--- src/rtl/vga_pkg.sv ---
// Shared definitions for the VGA framebuffer arbiter: default geometry,
// framebuffer bus widths and the fetch FSM state encoding.
package vga_pkg;

    localparam int H_ACTIVE_DEF = 640;
    localparam int V_ACTIVE_DEF = 480;
    localparam int ADDR_W       = 19;
    localparam int PIX_W        = 3;

    typedef logic [0:0] fsm_state_t;

    localparam fsm_state_t ST_IDLE  = 1'b0;
    localparam fsm_state_t ST_FETCH = 1'b1;

endpackage

--- src/rtl/vga_line_fifo.sv ---
// Synchronous scanout prefetch FIFO with show-ahead output, level count and a
// flush input that overrides push and pop in the same clock.
module vga_line_fifo
    import vga_pkg::*;
#(
    parameter int DEPTH  = 16,
    parameter int DATA_W = PIX_W
) (
    input  logic                         clk,
    input  logic                         rst,
    input  logic                         flush_i,
    input  logic                         push_i,
    input  logic [DATA_W-1:0]            din_i,
    input  logic                         pop_i,
    output logic [DATA_W-1:0]            dout_o,
    output logic [$clog2(DEPTH):0]       level_o,
    output logic                         empty_o
);

    localparam int AW = $clog2(DEPTH);
    localparam logic [AW:0] FULL_LVL = (AW + 1)'(DEPTH);
    localparam logic [AW:0] ONE_LVL  = (AW + 1)'(1);
    localparam logic [AW-1:0] ONE_PTR = AW'(1);

    logic [DATA_W-1:0] mem_q [DEPTH];
    logic [AW-1:0]     wr_ptr_q, rd_ptr_q;
    logic [AW:0]       level_q;
    logic              do_push, do_pop;

    assign do_push = rst && !flush_i && push_i && (level_q != FULL_LVL);
    assign do_pop  = rst && !flush_i && pop_i && (level_q != '0);

    always_ff @(posedge clk) begin
        if (!rst || flush_i) begin
            wr_ptr_q <= '0;
            rd_ptr_q <= '0;
            level_q  <= '0;
        end else begin
            if (do_push) wr_ptr_q <= wr_ptr_q + ONE_PTR;
            if (do_pop)  rd_ptr_q <= rd_ptr_q + ONE_PTR;
            case ({do_push, do_pop})
                2'b10:   level_q <= level_q + ONE_LVL;
                2'b01:   level_q <= level_q - ONE_LVL;
                default: level_q <= level_q;
            endcase
        end
    end

    always_ff @(posedge clk) begin
        if (do_push) mem_q[wr_ptr_q] <= din_i;
    end

    assign dout_o  = mem_q[rd_ptr_q];
    assign level_o = level_q;
    assign empty_o = (level_q == '0);

endmodule

--- src/rtl/vga_fb_arbiter.sv ---
// Framebuffer SRAM arbiter: line prefetch for scanout (priority) with writer
// access in idle clocks. Optional sticky underrun output: FB_ARB_UNDERRUN_EN.
module vga_fb_arbiter
    import vga_pkg::*;
#(
    parameter int H_ACTIVE   = H_ACTIVE_DEF,
    parameter int V_ACTIVE   = V_ACTIVE_DEF,
    parameter int FIFO_DEPTH = 16
) (
    input  logic              clk,
    input  logic              rst,
    input  logic              pix_en,
    input  logic              line_start,
    input  logic [9:0]        line_y,
    input  logic              de,
    output logic [PIX_W-1:0]  rgb_out,
    input  logic              wr_valid,
    output logic              wr_ready,
    input  logic [ADDR_W-1:0] wr_addr,
    input  logic [PIX_W-1:0]  wr_data,
    output logic [ADDR_W-1:0] mem_addr,
    output logic              mem_we,
    output logic [PIX_W-1:0]  mem_wdata,
    input  logic [PIX_W-1:0]  mem_rdata
`ifdef FB_ARB_UNDERRUN_EN
    ,
    output logic              underrun
`endif
);

    localparam int LW = $clog2(FIFO_DEPTH) + 1;
    localparam int CW = $clog2(H_ACTIVE + 1);

    fsm_state_t        state_q, state_d;
    logic [ADDR_W-1:0] rd_addr_q, rd_addr_d;
    logic [CW-1:0]     remain_q, remain_d;
    logic              inflight_q;
    logic [PIX_W-1:0]  rgb_q;

    logic [ADDR_W-1:0] line_base;
    logic              line_ok, rd_issue, wr_go, pop, fifo_empty;
    logic [LW-1:0]     fifo_level;
    logic [LW:0]       occupancy;
    logic [PIX_W-1:0]  fifo_dout;

    assign line_ok   = int'(line_y) < V_ACTIVE;
    assign line_base = ADDR_W'(line_y) * ADDR_W'(H_ACTIVE);
    assign occupancy = (LW + 1)'(fifo_level) + (LW + 1)'(inflight_q);

    // No read in a line_start clock: that clock reloads the fetch for the new line.
    assign rd_issue = rst && !line_start && (state_q == ST_FETCH) &&
                      (remain_q != '0) && (occupancy < (LW + 1)'(FIFO_DEPTH));

    assign wr_ready  = rst && !rd_issue;
    assign wr_go     = wr_valid && wr_ready;
    assign mem_we    = wr_go;
    assign mem_addr  = rd_issue ? rd_addr_q : (wr_go ? wr_addr : '0);
    assign mem_wdata = wr_go ? wr_data : '0;

    always_comb begin
        state_d   = state_q;
        rd_addr_d = rd_addr_q;
        remain_d  = remain_q;
        if (line_start) begin
            if (line_ok) begin
                state_d   = ST_FETCH;
                rd_addr_d = line_base;
                remain_d  = CW'(H_ACTIVE);
            end else begin
                state_d   = ST_IDLE;
            end
        end else if (rd_issue) begin
            rd_addr_d = rd_addr_q + ADDR_W'(1);
            remain_d  = remain_q - CW'(1);
            if (remain_q == CW'(1)) state_d = ST_IDLE;
        end
    end

    always_ff @(posedge clk) begin
        if (!rst) begin
            state_q    <= ST_IDLE;
            rd_addr_q  <= '0;
            remain_q   <= '0;
            inflight_q <= 1'b0;
        end else begin
            state_q    <= state_d;
            rd_addr_q  <= rd_addr_d;
            remain_q   <= remain_d;
            inflight_q <= rd_issue;
        end
    end

    // The flush on line_start also drops a read return landing in that clock.
    vga_line_fifo #(
        .DEPTH  (FIFO_DEPTH),
        .DATA_W (PIX_W)
    ) u_fifo (
        .clk     (clk),
        .rst     (rst),
        .flush_i (line_start),
        .push_i  (inflight_q),
        .din_i   (mem_rdata),
        .pop_i   (pop),
        .dout_o  (fifo_dout),
        .level_o (fifo_level),
        .empty_o (fifo_empty)
    );

    assign pop = pix_en && de && !fifo_empty;

    always_ff @(posedge clk) begin
        if (!rst) begin
            rgb_q <= '0;
        end else if (pix_en) begin
            rgb_q <= pop ? fifo_dout : '0;
        end
    end

    assign rgb_out = rgb_q;

`ifdef FB_ARB_UNDERRUN_EN
    logic underrun_q;

    always_ff @(posedge clk) begin
        if (!rst) begin
            underrun_q <= 1'b0;
        end else if (pix_en && de && fifo_empty) begin
            underrun_q <= 1'b1;
        end
    end

    assign underrun = underrun_q;
`endif

endmodule

--- config.mk ---
export PLATFORM = sky130hd
export DESIGN_NAME = vga_fb_arbiter
export DESIGN_NICKNAME = d
export VERILOG_FILES = /design/src/rtl/vga_pkg.sv /design/src/rtl/vga_line_fifo.sv /design/src/rtl/vga_fb_arbiter.sv
export SDC_FILE = /design/constraint.sdc
export NUM_CORES = 1
export LEC_CHECK = 0
export CAP_MARGIN = 20
export CORE_UTILIZATION = 56
export CTS_CLUSTER_SIZE = 25
export DETAILED_ROUTE_END_ITERATION = 10
export MAX_ROUTING_LAYER = met4
export PLACE_DENSITY = 0.81
export SLEW_MARGIN = 20
export SYNTH_ARGS = -nofsm -noshare
export SYNTH_HDL_FRONTEND = slang
export SYNTH_HIERARCHICAL = 1
export SYNTH_SLANG_ARGS = --single-unit
--- constraint.sdc ---
create_clock -name clk -period 3.9 [get_ports clk]
set_clock_uncertainty 0.1 [all_clocks]
set_input_delay 0.78 -clock clk [delete_from_list [all_inputs] [get_ports clk]]
set_output_delay 0.78 -clock clk [all_outputs]
set_load 0.05 [all_outputs]
# Yosys cells after proc, flatten, opt, wreduce, memory -nomap -nowiden
# Memories as Yosys holds them, arrays and structs flattened. A register that Yosys moved wholly into a read port is not among the register bits.
# Cells that the tools add are included.
classes:
  add_sub_neg: 7
  multipliers: 1
  order_cmp: 2
  eq_ne: 5
  muxes: 19
  reduce_logical: 25
op_table:
  columns: ["cell", "count"]
  rows:
  - ["$mux 19", 5]
  - ["$mux 10", 3]
  - ["$add 19x1->19 const B", 1]
  - ["$logic_and 1x1->1", 12]
  - ["$mul 10x3->12 const B", 1]
  - ["$eq 10x1->1 const B", 1]
  - ["$lt 10x9->1 const B", 1]
  - ["$pmux 5 s2", 1]
  - ["$reduce_bool 10->1", 1]
  - ["$sub 10x1->10 const B", 1]
  - ["$add 4x1->4 const B", 2]
  - ["$mux 4", 2]
  - ["$add 5x1->6", 1]
  - ["$lt 6x5->1 const B", 1]
  - ["$mux 1", 6]
  - ["$mux 3", 2]
  - ["$reduce_bool 2->1", 3]
  - ["$add 5x1->5 const B", 1]
  - ["$logic_not 5->1", 1]
  - ["$ne 5x5->1 const B", 1]
  - ["$reduce_bool 5->1", 1]
  - ["$sub 5x1->5 const B", 1]
  - ["$logic_not 1->1", 4]
  - ["$reduce_and 2->1", 2]
  - ["4 further kinds", 4]
totals:
  regBits: 47
  ramBits: 48
  in_bits: 41
  out_inout_bits: 27
  wordCells: 68
  n_memories: 1
memory_table:
  columns: ["memory", "depth", "word_bits", "read_ports", "rd_clocked_by_memory_dff", "write_ports", "line_no", "source"]
  rows:
  - ["u_fifo.mem_q", 16, 3, 1, 1, 1, "vga_line_fifo.sv:25", "logic [DATA_W-1:0] mem_q [DEPTH];"]

# Depth between registers and ports, before layout
# Gate-level depths: netlist of run 1.
logic_depth:
  depth_word: 10
  ltp_mapped: 14
  mapped_depth_nobuf: 12

# By module
# Netlist of run 1, hierarchy kept.
by_module_without_submodules:
  columns: ["mod", "instances", "cells_each", "area_per_inst_um2", "seq_area_each_um2"]
  rows:
  - ["vga_line_fifo", 1, 187, 2797.7, 1781.7]
  - ["vga_fb_arbiter", 1, 316, 2442.3, 680.7]

# Worst setup path before layout of run 1
# OpenSTA, ideal clock, no wires.
synth_path:
  path_kind: "input to output"
  from: "input port rst"
  to: "output port mem_addr[17]"
  arrival_time_ns: 2.468
  required_time_ns: 3.020
  setup_slack_ns: 0.552
  stages: 10
  path_buffers: 4
  cell_sequence: "buf_2 and4bb_1 o21a_1 nand2b_1 buf_6 and3_1 buf_2 buf_4 nand2_1 o21ai_1"
synth_via:
  elab_chain_len: 9
synth_lines:
  columns: ["element", "line_no", "source"]
  rows:
  - ["from (decl)", "vga_fb_arbiter.sv:11", "input logic rst,"]
  - ["$logic_and 1x1->1 (3 in series)", "vga_fb_arbiter.sv:51", "assign rd_issue = rst && !line_start && (state_q == ST_FETCH) &&"]
  - ["$logic_and 1x1->1", "vga_fb_arbiter.sv:52", "(remain_q != '0) && (occupancy < (LW + 1)'(FIFO_DEPTH));"]
  - ["$logic_not 1->1", "vga_fb_arbiter.sv:54", "assign wr_ready = rst && !rd_issue;"]
  - ["$logic_and 1x1->1 (*)", "vga_fb_arbiter.sv:54", null]
  - ["$logic_and 1x1->1 (*)", "vga_fb_arbiter.sv:55", "assign wr_go = wr_valid && wr_ready;"]
  - ["named net mem_we", "vga_fb_arbiter.sv:22", "output logic mem_we,"]
  - ["$mux 19 (*) (2 in series)", "vga_fb_arbiter.sv:57", "assign mem_addr = rd_issue ? rd_addr_q : (wr_go ? wr_addr : '0);"]
  - ["to (decl)", "vga_fb_arbiter.sv:21", "output logic [ADDR_W-1:0] mem_addr,"]
# The timed path passes the listed nets; every way through them passes the cells marked *.

# Worst setup path in the final report of run 1
layout_path:
  from: "input port line_start"
  to: "output port mem_addr[4]"
layout_via:
  elab_chain_len: 10
layout_lines:
  columns: ["element", "line_no", "source"]
  rows:
  - ["from (decl)", "vga_fb_arbiter.sv:13", "input logic line_start,"]
  - ["$logic_not 1->1 (*)", "vga_fb_arbiter.sv:51", null]
  - ["$logic_and 1x1->1 (*) (3 in series)", "vga_fb_arbiter.sv:51", null]
  - ["$logic_and 1x1->1 (*)", "vga_fb_arbiter.sv:52", null]
  - ["$logic_not 1->1", "vga_fb_arbiter.sv:54", null]
  - ["$logic_and 1x1->1", "vga_fb_arbiter.sv:54", null]
  - ["$logic_and 1x1->1", "vga_fb_arbiter.sv:55", null]
  - ["$mux 19", "vga_fb_arbiter.sv:57", null]
  - ["$mux 19 (*)", "vga_fb_arbiter.sv:57", null]
# Every way passes the cells marked *; elsewhere a longest branch is shown, timed or not.

==> impl_metrics.xml, run 1 <==
<?xml version="1.0" encoding="UTF-8"?>
<metrics>
  <group name="status">
    <metric name="run_status" unit="">completed</metric>
  </group>
  <group name="job">
    <metric name="max-cap-violations" unit="">0</metric>
  </group>
  <group name="timing">
    <metric name="setup_viol" unit="">0</metric>
    <metric name="clock.fmax" unit="MHz">283</metric>
    <metric name="report.final.slew_viol_count" unit="">0</metric>
    <metric name="max_slew.worst_pin.slew" unit="ns">0.782</metric>
    <metric name="timing.final.crit_share" unit="">0.905</metric>
    <metric name="setup_tns" unit="ns">0</metric>
    <metric name="minimum_clock_period" unit="ns">3.53</metric>
    <metric name="max-slew-margin-rel" unit="">0.478</metric>
    <metric name="hold_ws" unit="ns">0.415</metric>
    <metric name="unrepaired_setup_endpoints_after_global_routing" unit="">false</metric>
    <metric name="setup_slack" unit="ns">0.372</metric>
    <metric name="hold_viol" unit="">0</metric>
  </group>
  <group name="logic_synthesis">
    <metric name="cell_type_with_the_highest_aggregate_area_in_the_netlist" unit="">sky130_fd_sc_hd__edfxtp_1</metric>
    <metric name="post_synthesis_cell_area" unit="um2">5240</metric>
    <metric name="synth_most_common_cell" unit="">sky130_fd_sc_hd__nor2_1</metric>
    <metric name="leading_post_synthesis_cells_by_instance_count" unit="">66 x sky130_fd_sc_hd__nor2_1, 51 x sky130_fd_sc_hd__dfxtp_1, 48 x sky130_fd_sc_hd__edfxtp_1</metric>
    <metric name="synth_compound_area_frac" unit="">0.153</metric>
    <metric name="synth_async_sr_flop_share" unit="">0</metric>
    <metric name="synth.avg_cell_area" unit="um2">10.4</metric>
    <metric name="synthXorXnorAreaFrac" unit="">0.0284</metric>
    <metric name="yosys.cell_types.count" unit="">63</metric>
    <metric name="synth_fp_nets" unit="">573</metric>
    <metric name="synthMuxAreaShare" unit="">0.0702</metric>
    <metric name="yosys_most_used_dff" unit="">sky130_fd_sc_hd__dfxtp_1</metric>
    <metric name="synth-warning-count" unit="">6</metric>
    <metric name="synthAdderAreaFrac" unit="">0.0707</metric>
    <metric name="number_of_flops_mapped_to_enable_cells_by_yosys" unit="">48</metric>
    <metric name="netlist.area_leader.share" unit="">0.275</metric>
    <metric name="synth_simple_gate_area_share" unit="">0.168</metric>
    <metric name="yosysSeqAreaShare" unit="">0.470</metric>
    <metric name="largest_family_of_logic_cells_by_synthesized_area" unit="">simple AND/OR/NAND/NOR gates</metric>
    <metric name="syn-instance-count" unit="">503</metric>
    <metric name="synth.area.top_cells" unit="">sky130_fd_sc_hd__edfxtp_1 28%, sky130_fd_sc_hd__dfxtp_1 19%, sky130_fd_sc_hd__ha_1 6.7%</metric>
    <metric name="yosys_register_bits" unit="">99</metric>
  </group>
  <group name="power_and_ir_drop">
    <metric name="combPwrFrac" unit="">0.147</metric>
    <metric name="clkPwrFrac" unit="">0.319</metric>
    <metric name="cellInternalPower" unit="W">0.00150</metric>
    <metric name="power.total" unit="W">0.00208</metric>
    <metric name="power_switching" unit="W">0.000581</metric>
    <metric name="ir_drop" unit="uV">276</metric>
    <metric name="power.leakage" unit="nW">2.32</metric>
    <metric name="netSwitchingFraction" unit="">0.279</metric>
    <metric name="p_per_area" unit="nW/um2">325</metric>
    <metric name="p_seq_frac" unit="">0.534</metric>
  </group>
  <group name="floorplanning">
    <metric name="core.rowCount" unit="">34</metric>
    <metric name="fp.dieArea" unit="um2">9750</metric>
    <metric name="num_io_pins" unit="">68</metric>
    <metric name="fp.dieW" unit="um">98.7</metric>
    <metric name="design.core.area" unit="um2">8890</metric>
    <metric name="die_h" unit="um">98.7</metric>
    <metric name="floorplan.initialDensity" unit="">0.589</metric>
  </group>
  <group name="route">
    <metric name="drtPass1Iterations" unit="">5</metric>
    <metric name="vias_after_detailed_routing" unit="">4298</metric>
    <metric name="route.detailed.vias_per_inst" unit="">6.34</metric>
    <metric name="route.final.wire_length" unit="um">12500</metric>
    <metric name="postRouteAntennaNets" unit="">0</metric>
    <metric name="drt_first_iter_violations" unit="">381</metric>
    <metric name="drt-wirelength-per-cell" unit="um">18.5</metric>
    <metric name="drc" unit="">0</metric>
  </group>
  <group name="critical_path">
    <metric name="timing_worst_setup_path_type" unit="">input port to primary output</metric>
    <metric name="worstSetupEndpointType" unit="">primary output</metric>
    <metric name="setup.worst_path.end" unit="">mem_addr[4]</metric>
    <metric name="critical_path_peak_fanout" unit="">26</metric>
    <metric name="r2r_end" unit="">u_fifo/level_o[4]</metric>
    <metric name="worstRegToRegCells" unit="">12</metric>
    <metric name="arrival_worst_endpoint" unit="ns">2.65</metric>
    <metric name="critical_path_required" unit="ns">3.02</metric>
    <metric name="cp-start-kind" unit="">input port</metric>
    <metric name="r2r_slack" unit="ns">0.64</metric>
    <metric name="reg2reg_from" unit="">u_fifo/level_o[1]</metric>
    <metric name="critPathLaunch" unit="">line_start</metric>
  </group>
  <group name="hold_path">
    <metric name="hold_path.class" unit="">flop to flop</metric>
  </group>
  <group name="global_routing">
    <metric name="initial_antenna_violation_count" unit="">0</metric>
    <metric name="grt_max_degree" unit="">27</metric>
    <metric name="globalRouteOverflowTotal" unit="">0</metric>
    <metric name="grt_usage" unit="">0.276</metric>
    <metric name="global_route_wire_length_before_repair" unit="um">20500</metric>
    <metric name="vias_in_the_first_global_route" unit="">4169</metric>
  </group>
  <group name="clock_tree">
    <metric name="clock_tree.buffer_depth" unit="">2</metric>
    <metric name="cts_root_buffer" unit="">sky130_fd_sc_hd__clkbuf_8</metric>
    <metric name="cts_sinks" unit="">99</metric>
    <metric name="cts.repair.resized" unit="">0</metric>
    <metric name="reg_clk_slew_reported_paths" unit="ns">0.10</metric>
    <metric name="cts-hold-fix-buffers" unit="">0</metric>
    <metric name="post-cts-setup-buffers" unit="">0</metric>
    <metric name="cts_max_level" unit="">3</metric>
    <metric name="number_of_cts_inserted_buffers" unit="">9</metric>
    <metric name="clk_latency" unit="ns">0.36</metric>
    <metric name="cts_tree" unit="">done</metric>
  </group>
  <group name="cells_and_area">
    <metric name="fillers" unit="">623</metric>
    <metric name="areaGrowthSynthToFinish" unit="%">22.6</metric>
    <metric name="insertedDiodeCount" unit="">0</metric>
    <metric name="layout_cell_share_with_drive_strength_beyond_1" unit="">0.140</metric>
    <metric name="finalNetCount" unit="">635</metric>
  </group>
  <group name="placed_design">
    <metric name="finalWeightedCongestion" unit="">0.942</metric>
    <metric name="port_buffers" unit="">67</metric>
    <metric name="placement.setup.worst_slack" unit="ns">0.273</metric>
    <metric name="dpl.hpwl" unit="um">9150</metric>
  </group>
</metrics>
==> final cells by class <==
class	count	area (um2)	share of cell area
repair buffers	77	986	0.153
multi-input cells	360	2570	0.400
clock inverters	7	78.8	0.0123
flip-flops and latches	99	2460	0.383
inverters	18	67.6	0.0105
clock buffers	9	124	0.0193
well taps	108	135	0.0210
==> worst min path at each step <==
stage,startpoint,cells after the start,endpoint
floorplan,remain_q[8],2,remain_q[8]
global placement,remain_q[8],2,remain_q[8]
detailed placement,remain_q[4],1,remain_q[4]
CTS,remain_q[4],1,remain_q[4]
global route,remain_q[4],1,remain_q[4]
finish,remain_q[4],1,remain_q[4]
==> cell usage in the layout, fill, tap and decap left out, types with 18 or more instances in the layout <==
master                            instances
sky130_fd_sc_hd__nor2_1                  66
sky130_fd_sc_hd__dfxtp_1                 51
sky130_fd_sc_hd__edfxtp_1                48
sky130_fd_sc_hd__clkdlybuf4s50_1         43
sky130_fd_sc_hd__nand2_1                 37
sky130_fd_sc_hd__a21oi_1                 33
sky130_fd_sc_hd__ha_1                    28
sky130_fd_sc_hd__buf_12                  24
sky130_fd_sc_hd__o21ai_0                 22
sky130_fd_sc_hd__a22o_1                  18
==> kinds of logic after synthesis <==
family,Yosys count
xor gates and xnor gates,17
and+or+nand+nor,178
DFF,99
adders and majority gates,29
muxes,18
AOI/OAI and AO/OA,118
buffers and inverters,44
==> flip-flops by register name, indices dropped and copies added (netlist names), named ones only <==
| signal | cells |
|---|---|
| u_fifo/rd_ptr_q | 4 |
| u_fifo/mem_q | 48 |
| rgb_out | 3 |
| inflight_q | 1 |
| u_fifo/wr_ptr_q | 4 |
| state_q | 1 |
| remain_q | 10 |
| rd_addr_q | 19 |
| u_fifo/level_o | 5 |
==> power by group through the flow <==
stage | Clock [W] | Sequential, W | Combinational (W)
2_1_floorplan | 0 | 0.00113 | 0.000169
3_3_place_gp | 0 | 0.00113 | 0.000293
3_5_place_dp | 0 | 0.00114 | 0.000304
4_1_cts | 0.000678 | 0.00111 | 0.000305
5_1_grt | 0.000717 | 0.00111 | 0.000330
6_report | 0.000665 | 0.00111 | 0.000307
==> metrics by stage <==
step / util / instance area, um2 / instances
floorplan: - / 5240 / 503
global placement: 0.700 / 6220 / 662
detailed placement: 0.700 / 6220 / 662
CTS: 0.722 / 6420 / 678
global route: 0.722 / 6420 / 678
finish: 0.722 / 6420 / 678
==> worst max-delay path, stage by stage <==
cell	delay [ns]
sky130_fd_sc_hd__clkdlybuf4s50_1	0.43
sky130_fd_sc_hd__and4bb_1	0.31
sky130_fd_sc_hd__o21a_1	0.18
sky130_fd_sc_hd__nand2b_1	0.11
sky130_fd_sc_hd__inv_2	0.37
sky130_fd_sc_hd__nand2_1	0.18
sky130_fd_sc_hd__nand2_1	0.13
sky130_fd_sc_hd__buf_12	0.14
==> layer usage <==
metal,up-vias,share of wire,GRT usage
met1,2055,0.41,0.352
li1,1994,-,-
met2,222,0.49,0.462
met5,-,0,-
met3,27,0.078,0.0397
met4,0,0.020,0.0815
(Power assumes the default switching activity.)
==> inputs of run 2 (changes only) <==
--- a/config.mk
+++ b/config.mk
@@ -6,6 +6,7 @@
 export NUM_CORES = 1
 export LEC_CHECK = 0
 export CAP_MARGIN = 20
+export CORE_MARGIN = 2
 export CORE_UTILIZATION = 56
 export CTS_CLUSTER_SIZE = 25
 export DETAILED_ROUTE_END_ITERATION = 10
==> impl_metrics.xml, run 2 (synthesized netlist as in run 1, its figures left out) <==
<?xml version="1.0" encoding="UTF-8"?>
<metrics>
  <group name="global_routing">
    <metric name="globalRouteOverflowTotal" unit="">0</metric>
    <metric name="vias_in_the_first_global_route" unit="">4043</metric>
    <metric name="grt_usage" unit="">0.250</metric>
    <metric name="global_route_wire_length_before_repair" unit="um">19300</metric>
    <metric name="initial_antenna_violation_count" unit="">0</metric>
    <metric name="grt_max_degree" unit="">27</metric>
  </group>
  <group name="floorplanning">
    <metric name="die_h" unit="um">101</metric>
    <metric name="num_io_pins" unit="">68</metric>
    <metric name="fp.dieArea" unit="um2">10100</metric>
    <metric name="design.core.area" unit="um2">9150</metric>
    <metric name="fp.dieW" unit="um">101</metric>
    <metric name="floorplan.initialDensity" unit="">0.573</metric>
    <metric name="core.rowCount" unit="">35</metric>
  </group>
  <group name="route">
    <metric name="drt-wirelength-per-cell" unit="um">17.5</metric>
    <metric name="vias_after_detailed_routing" unit="">4184</metric>
    <metric name="drtPass1Iterations" unit="">5</metric>
    <metric name="postRouteAntennaNets" unit="">0</metric>
    <metric name="drc" unit="">0</metric>
    <metric name="route.final.wire_length" unit="um">11900</metric>
    <metric name="drt_first_iter_violations" unit="">182</metric>
    <metric name="route.detailed.vias_per_inst" unit="">6.13</metric>
  </group>
  <group name="timing">
    <metric name="minimum_clock_period" unit="ns">3.69</metric>
    <metric name="setup_tns" unit="ns">0</metric>
    <metric name="timing.final.crit_share" unit="">0.946</metric>
    <metric name="report.final.slew_viol_count" unit="">0</metric>
    <metric name="hold_ws" unit="ns">0.401</metric>
    <metric name="hold_viol" unit="">0</metric>
    <metric name="clock.fmax" unit="MHz">271</metric>
    <metric name="setup_viol" unit="">0</metric>
    <metric name="setup_slack" unit="ns">0.211</metric>
    <metric name="max-slew-margin-rel" unit="">0.475</metric>
    <metric name="max_slew.worst_pin.slew" unit="ns">0.787</metric>
    <metric name="unrepaired_setup_endpoints_after_global_routing" unit="">false</metric>
  </group>
  <group name="power_and_ir_drop">
    <metric name="power.leakage" unit="nW">2.33</metric>
    <metric name="combPwrFrac" unit="">0.145</metric>
    <metric name="netSwitchingFraction" unit="">0.277</metric>
    <metric name="cellInternalPower" unit="W">0.00150</metric>
    <metric name="clkPwrFrac" unit="">0.320</metric>
    <metric name="p_seq_frac" unit="">0.536</metric>
    <metric name="p_per_area" unit="nW/um2">322</metric>
    <metric name="power_switching" unit="W">0.000576</metric>
    <metric name="power.total" unit="W">0.00208</metric>
    <metric name="ir_drop" unit="uV">253</metric>
  </group>
  <group name="cells_and_area">
    <metric name="mostFrequentLayoutCell" unit="">sky130_fd_sc_hd__nor2_1</metric>
    <metric name="top_regs" unit="">u_fifo/mem_q x48, rd_addr_q x19, remain_q x10</metric>
    <metric name="insertedDiodeCount" unit="">0</metric>
    <metric name="areaGrowthSynthToFinish" unit="%">23.0</metric>
    <metric name="fin_cells" unit="">683</metric>
    <metric name="finalNetCount" unit="">637</metric>
    <metric name="top_register" unit="">u_fifo/mem_q</metric>
    <metric name="most-common-layout-cells" unit="">66 x sky130_fd_sc_hd__nor2_1, 51 x sky130_fd_sc_hd__dfxtp_1, 48 x sky130_fd_sc_hd__edfxtp_1, 43 x sky130_fd_sc_hd__clkdlybuf4s50_1, 37 x sky130_fd_sc_hd__nand2_1</metric>
    <metric name="layout_cell_share_with_drive_strength_beyond_1" unit="">0.143</metric>
    <metric name="largest_register_ff_count" unit="">48</metric>
    <metric name="fillers" unit="">649</metric>
  </group>
  <group name="clock_tree">
    <metric name="cts_root_buffer" unit="">sky130_fd_sc_hd__clkbuf_8</metric>
    <metric name="number_of_cts_inserted_buffers" unit="">9</metric>
    <metric name="cts_tree" unit="">done</metric>
    <metric name="cts_sinks" unit="">99</metric>
    <metric name="post-cts-setup-buffers" unit="">0</metric>
    <metric name="clock_tree.buffer_depth" unit="">2</metric>
    <metric name="clk_latency" unit="ns">0.37</metric>
    <metric name="cts_max_level" unit="">3</metric>
    <metric name="reg_clk_slew_reported_paths" unit="ns">0.10</metric>
    <metric name="cts-hold-fix-buffers" unit="">0</metric>
    <metric name="cts.repair.resized" unit="">0</metric>
  </group>
  <group name="critical_path">
    <metric name="worstRegToRegCells" unit="">12</metric>
    <metric name="sequence_of_cells_on_the_critical_path" unit="">clkdlybuf4s50_1 -&gt; and4bb_1 -&gt; o21a_1 -&gt; nand2b_1 -&gt; and3_1 -&gt; buf_4 -&gt; a22o_1 -&gt; buf_12</metric>
    <metric name="critical_path_peak_fanout" unit="">23</metric>
    <metric name="critPathTopFamily" unit="">buffers and inverters</metric>
    <metric name="worst-path-stages" unit="">8</metric>
    <metric name="standard_cell_with_the_maximum_stage_delay_on_the_critical_path" unit="">sky130_fd_sc_hd__clkdlybuf4s50_1</metric>
    <metric name="cp-start-kind" unit="">input port</metric>
    <metric name="worstSetupEndpointType" unit="">primary output</metric>
    <metric name="cp.buffers_inverters" unit="">3</metric>
    <metric name="crit_path_max_incr_delay" unit="ns">0.57</metric>
    <metric name="timing_worst_setup_path_type" unit="">input port to primary output</metric>
    <metric name="critical_path_required" unit="ns">3.02</metric>
    <metric name="arrival_worst_endpoint" unit="ns">2.81</metric>
  </group>
  <group name="placed_design">
    <metric name="finalWeightedCongestion" unit="">0.857</metric>
    <metric name="placement.setup.worst_slack" unit="ns">0.206</metric>
    <metric name="post-place-cells" unit="">667</metric>
    <metric name="port_buffers" unit="">67</metric>
    <metric name="dpl.hpwl" unit="um">8910</metric>
  </group>
  <group name="hold_path">
    <metric name="hold_path.class" unit="">flop to flop</metric>
    <metric name="hold-path-cell-count" unit="">2</metric>
  </group>
  <group name="job">
    <metric name="max-cap-violations" unit="">0</metric>
  </group>
  <group name="status">
    <metric name="run_status" unit="">completed</metric>
  </group>
</metrics>
## run 2: cell types whose count changed in the layout (fill, tap and decap cells not counted)
cell and change:
sky130_fd_sc_hd__buf_4 +2, sky130_fd_sc_hd__clkinv_8 +2, sky130_fd_sc_hd__inv_12 -1, sky130_fd_sc_hd__inv_8 -1
## run 2: final cells by class
cell class              instances  area (um2)  area share
flip-flops and latches         99        2460       0.382
repair buffers                 79        1000       0.155
clock buffers                   9         124      0.0192
clock inverters                 7        83.8      0.0130
well taps                     111         139      0.0215
inverters                      18        67.6      0.0105
multi-input cells             360        2570       0.399
## run 2: power groups by stage
stage / Clock (W) / Combinational (W) / Sequential, W
floorplan: 0 / 0.000169 / 0.00113
global placement: 0 / 0.000293 / 0.00113
detailed placement: 0 / 0.000299 / 0.00114
CTS: 0.000674 / 0.000301 / 0.00111
global route: 0.000716 / 0.000326 / 0.00111
finish: 0.000664 / 0.000300 / 0.00111
## run 2: metal layers
metal,up-vias,share of wire,GRT usage
li1,1998,-,-
met1,1989,0.40,0.281
met2,165,0.51,0.435
met3,32,0.065,0.0499
met4,0,0.026,0.104
met5,-,0,-
## run 2: final timing paths
check	slack, ns	startpoint	end
setup / recovery	0.21	rst	mem_addr[8]
hold / removal	0.40	remain_q[8]	remain_q[8]
setup reg to reg	0.77	u_fifo/level_o[1]	u_fifo/level_o[4]
hold reg to reg	0.40	remain_q[8]	remain_q[8]
## run 2: worst min-delay path: cells and delay by family (launching register included)
kind	cells	cell delay (ns)
flip-flops	1	0.34
AO/OA/AOI/OAI	2	0.13
## run 2: through the flow
step | area (um2) | util
final | 6450 | 0.704
after global routing | 6450 | 0.704
after CTS | 6450 | 0.704
after detailed placement | 6240 | 0.682
after global placement | 6240 | 0.682
after floorplan | 5240 | -
==> inputs of run 3 (changes only) <==
--- a/config.mk
+++ b/config.mk
@@ -5,13 +5,15 @@
 export SDC_FILE = /design/constraint.sdc
 export NUM_CORES = 1
 export LEC_CHECK = 0
+export ABC_AREA = 1
 export CAP_MARGIN = 20
 export CORE_MARGIN = 2
-export CORE_UTILIZATION = 56
+export CORE_UTILIZATION = 64
 export CTS_CLUSTER_SIZE = 25
 export DETAILED_ROUTE_END_ITERATION = 10
+export DONT_BUFFER_PORTS = 1
 export MAX_ROUTING_LAYER = met4
-export PLACE_DENSITY = 0.81
+export PLACE_DENSITY = 0.8
 export SLEW_MARGIN = 20
 export SYNTH_ARGS = -nofsm -noshare
 export SYNTH_HDL_FRONTEND = slang
==> impl_metrics.xml, run 3 <==
<?xml version="1.0" encoding="UTF-8"?>
<metrics>
  <group name="clock_tree">
    <metric name="cts_tree" unit="">done</metric>
    <metric name="cts-hold-fix-buffers" unit="">0</metric>
    <metric name="post-cts-setup-buffers" unit="">0</metric>
    <metric name="cts.repair.resized" unit="">0</metric>
    <metric name="cts_root_buffer" unit="">sky130_fd_sc_hd__clkbuf_8</metric>
    <metric name="clk_latency" unit="ns">0.38</metric>
    <metric name="cts_sinks" unit="">99</metric>
    <metric name="cts_max_level" unit="">3</metric>
    <metric name="clock_tree.buffer_depth" unit="">2</metric>
    <metric name="number_of_cts_inserted_buffers" unit="">9</metric>
    <metric name="reg_clk_slew_reported_paths" unit="ns">0.10</metric>
  </group>
  <group name="timing">
    <metric name="setup_tns" unit="ns">0</metric>
    <metric name="unrepaired_setup_endpoints_after_global_routing" unit="">false</metric>
    <metric name="setup_viol" unit="">0</metric>
    <metric name="hold_viol" unit="">0</metric>
    <metric name="max_slew.worst_pin.slew" unit="ns">0.553</metric>
    <metric name="report.final.slew_viol_count" unit="">0</metric>
    <metric name="minimum_clock_period" unit="ns">3.42</metric>
    <metric name="timing.final.crit_share" unit="">0.876</metric>
    <metric name="clock.fmax" unit="MHz">293</metric>
    <metric name="max-slew-margin-rel" unit="">0.631</metric>
  </group>
  <group name="logic_synthesis">
    <metric name="post_synthesis_cell_area" unit="um2">5800</metric>
    <metric name="syn-instance-count" unit="">734</metric>
    <metric name="synth-warning-count" unit="">6</metric>
    <metric name="synth_most_common_cell" unit="">sky130_fd_sc_hd__nand2_1</metric>
    <metric name="cell_type_with_the_highest_aggregate_area_in_the_netlist" unit="">sky130_fd_sc_hd__edfxtp_1</metric>
    <metric name="netlist.area_leader.share" unit="">0.249</metric>
    <metric name="yosys.cell_types.count" unit="">46</metric>
    <metric name="number_of_flops_mapped_to_enable_cells_by_yosys" unit="">48</metric>
    <metric name="synth.avg_cell_area" unit="um2">7.90</metric>
    <metric name="leading_post_synthesis_cells_by_instance_count" unit="">166 x sky130_fd_sc_hd__nand2_1, 96 x sky130_fd_sc_hd__inv_1, 75 x sky130_fd_sc_hd__nor2_1</metric>
    <metric name="synth_async_sr_flop_share" unit="">0</metric>
    <metric name="yosys_register_bits" unit="">99</metric>
    <metric name="synth_fp_nets" unit="">804</metric>
    <metric name="yosysSeqAreaShare" unit="">0.425</metric>
    <metric name="yosys_most_used_dff" unit="">sky130_fd_sc_hd__dfxtp_1</metric>
    <metric name="synth.area.top_cells" unit="">sky130_fd_sc_hd__edfxtp_1 25%, sky130_fd_sc_hd__dfxtp_1 18%, sky130_fd_sc_hd__nand2_1 11%</metric>
  </group>
  <group name="placed_design">
    <metric name="dpl.hpwl" unit="um">9260</metric>
    <metric name="dpl_cell_area" unit="um2">5950</metric>
    <metric name="post-place-cells" unit="">841</metric>
    <metric name="finalWeightedCongestion" unit="">0.978</metric>
    <metric name="port_buffers" unit="">0</metric>
  </group>
  <group name="critical_path">
    <metric name="worstRegToRegCells" unit="">18</metric>
    <metric name="r2r_slack" unit="ns">1.16</metric>
    <metric name="worstSetupEndpointType" unit="">primary output</metric>
    <metric name="critPathTopFamily" unit="">buffers and inverters</metric>
    <metric name="worst-path-stages" unit="">10</metric>
    <metric name="critical_path_required" unit="ns">3.02</metric>
    <metric name="critPathLaunch" unit="">remain_q[0]</metric>
    <metric name="crit_path_max_incr_delay" unit="ns">0.42</metric>
    <metric name="cp.buffers_inverters" unit="">3</metric>
    <metric name="arrival_worst_endpoint" unit="ns">2.54</metric>
    <metric name="r2r_end" unit="">u_fifo/level_o[4]</metric>
    <metric name="timing_worst_setup_path_type" unit="">flop to primary output</metric>
    <metric name="setup.worst_path.end" unit="">mem_addr[13]</metric>
    <metric name="cp-start-kind" unit="">flop</metric>
    <metric name="sequence_of_cells_on_the_critical_path" unit="">inv_1 -&gt; ha_1 -&gt; nand3_1 -&gt; or2_0 -&gt; nand2_2 -&gt; nand3_2 -&gt; inv_2 -&gt; nand2_1 -&gt; o21ai_1 -&gt; buf_4</metric>
    <metric name="critical_path_peak_fanout" unit="">20</metric>
    <metric name="reg2reg_from" unit="">u_fifo/level_o[4]</metric>
    <metric name="standard_cell_with_the_maximum_stage_delay_on_the_critical_path" unit="">sky130_fd_sc_hd__inv_2</metric>
  </group>
  <group name="power_and_ir_drop">
    <metric name="cellInternalPower" unit="W">0.00148</metric>
    <metric name="combPwrFrac" unit="">0.116</metric>
    <metric name="p_seq_frac" unit="">0.552</metric>
    <metric name="netSwitchingFraction" unit="">0.270</metric>
    <metric name="clkPwrFrac" unit="">0.332</metric>
    <metric name="power.leakage" unit="nW">2.52</metric>
    <metric name="p_per_area" unit="nW/um2">329</metric>
    <metric name="ir_drop" unit="uV">176</metric>
    <metric name="power_switching" unit="W">0.000547</metric>
  </group>
  <group name="floorplanning">
    <metric name="core.rowCount" unit="">34</metric>
    <metric name="num_io_pins" unit="">68</metric>
    <metric name="floorplan.initialDensity" unit="">0.661</metric>
    <metric name="design.core.area" unit="um2">8760</metric>
    <metric name="die_h" unit="um">99.2</metric>
    <metric name="fp.dieArea" unit="um2">9830</metric>
    <metric name="fp.dieW" unit="um">99.2</metric>
  </group>
  <group name="global_routing">
    <metric name="grt_usage" unit="">0.273</metric>
    <metric name="initial_antenna_violation_count" unit="">0</metric>
    <metric name="grt_use_met1" unit="">0.314</metric>
    <metric name="grt_busiest_layer" unit="">met2</metric>
    <metric name="grt_max_degree" unit="">37</metric>
    <metric name="vias_in_the_first_global_route" unit="">4578</metric>
    <metric name="globalRouteOverflowTotal" unit="">0</metric>
    <metric name="global_route_wire_length_before_repair" unit="um">20800</metric>
    <metric name="globalRouteMet3Util" unit="">0.0583</metric>
    <metric name="grtUsageMet2" unit="">0.475</metric>
  </group>
  <group name="cells_and_area">
    <metric name="insertedDiodeCount" unit="">0</metric>
    <metric name="fin_area" unit="um2">6150</metric>
    <metric name="largest_register_ff_count" unit="">48</metric>
    <metric name="top_register" unit="">u_fifo/mem_q</metric>
    <metric name="mostFrequentLayoutCell" unit="">sky130_fd_sc_hd__nand2_1</metric>
    <metric name="most-common-layout-cells" unit="">166 x sky130_fd_sc_hd__nand2_1, 96 x sky130_fd_sc_hd__inv_1, 75 x sky130_fd_sc_hd__nor2_1, 51 x sky130_fd_sc_hd__dfxtp_1, 48 x sky130_fd_sc_hd__edfxtp_1</metric>
    <metric name="layout_cell_share_with_drive_strength_beyond_1" unit="">0.108</metric>
    <metric name="finalNetCount" unit="">814</metric>
    <metric name="top_regs" unit="">u_fifo/mem_q x48, rd_addr_q x19, remain_q x10</metric>
    <metric name="fin_cells" unit="">857</metric>
    <metric name="areaGrowthSynthToFinish" unit="%">6.04</metric>
  </group>
  <group name="route">
    <metric name="drtPass1Iterations" unit="">5</metric>
    <metric name="postRouteAntennaNets" unit="">0</metric>
    <metric name="drt-wirelength-per-cell" unit="um">14.8</metric>
    <metric name="route.detailed.vias_per_inst" unit="">5.59</metric>
    <metric name="route.final.wire_length" unit="um">12700</metric>
    <metric name="drc" unit="">0</metric>
    <metric name="vias_after_detailed_routing" unit="">4792</metric>
    <metric name="drt_first_iter_violations" unit="">181</metric>
  </group>
  <group name="hold_path">
    <metric name="hold_path.class" unit="">flop to flop</metric>
  </group>
  <group name="status">
    <metric name="run_status" unit="">completed</metric>
  </group>
  <group name="job">
    <metric name="max-cap-violations" unit="">0</metric>
  </group>
</metrics>
## run 3: layout make-up
type,count,area (um2)
fill,692,2620
timing repair buffer,20,150
clock buffer,9,124
tap,108,135
inverter,102,394
multi-input combinational,512,2810
sequential,99,2460
clock inverter,7,76.3
## run 3: logic make-up (layout without fill, tap and decap cells)
group	count (synthesis)	after routing	synth area share
AOI/OAI and AO/OA	134	134	0.133
xor gates and xnor gates	12	12	0.0181
adders and majority gates	29	29	0.0639
buffers and inverters	123	138	0.0913
DFF	99	99	0.425
muxes	12	12	0.0207
and+or+nand+nor	325	325	0.248
## run 3: power groups by stage
stage	clock network (W)	logic, W	registers [W]
finish	0.000673	0.000235	0.00112
global route	0.000722	0.000262	0.00112
CTS	0.000678	0.000233	0.00112
detailed placement	0	0.000232	0.00114
global placement	0	0.000227	0.00114
floorplan	0	0.000193	0.00114
## run 3: worst min path at each step
| stage | slack [ns] | cells after the start | to | start |
|---|---|---|---|---|
| floorplan | 0.35 | 1 | rd_addr_q[0] | rd_addr_q[0] |
| global placement | 0.36 | 1 | remain_q[0] | remain_q[0] |
| detailed placement | 0.37 | 1 | remain_q[0] | remain_q[0] |
| CTS | 0.38 | 0 | u_fifo/mem_q[4][0] | mem_rdata[0] |
| global route | 0.37 | 0 | u_fifo/mem_q[4][0] | mem_rdata[0] |
| finish | 0.39 | 1 | remain_q[0] | remain_q[0] |
## run 3: stage by stage
| step | utilization | setup slack, ns | total power (W) | hold slack, ns |
|---|---|---|---|---|
| floorplan | - | 0.404 | 0.00133 | 0.347 |
| global placement | 0.679 | 0.916 | 0.00137 | 0.364 |
| detailed placement | 0.679 | 0.852 | 0.00137 | 0.372 |
| CTS | 0.701 | 0.500 | 0.00203 | 0.385 |
| global route | 0.701 | 0.365 | 0.00210 | 0.372 |
| finish | 0.701 | 0.483 | 0.00202 | 0.388 |
## run 3: metal layers
layer  vias up  part of all wire  wire length (um)
met2       133              0.51              6410
met4         0             0.020               253
met5         -                 0                 0
met3        23             0.059               752
li1       2428                 -                 -
met1      2208              0.42              5270
## run 3: worst register-to-register path: cells and delay by family, from the launching register on
family / cells / cell delay [ns]
buf+inv: 6 / 0.54
xor+xnor: 1 / 0.28
fa+ha+maj: 1 / 0.27
simple gates: 10 / 1.03
flops: 1 / 0.49
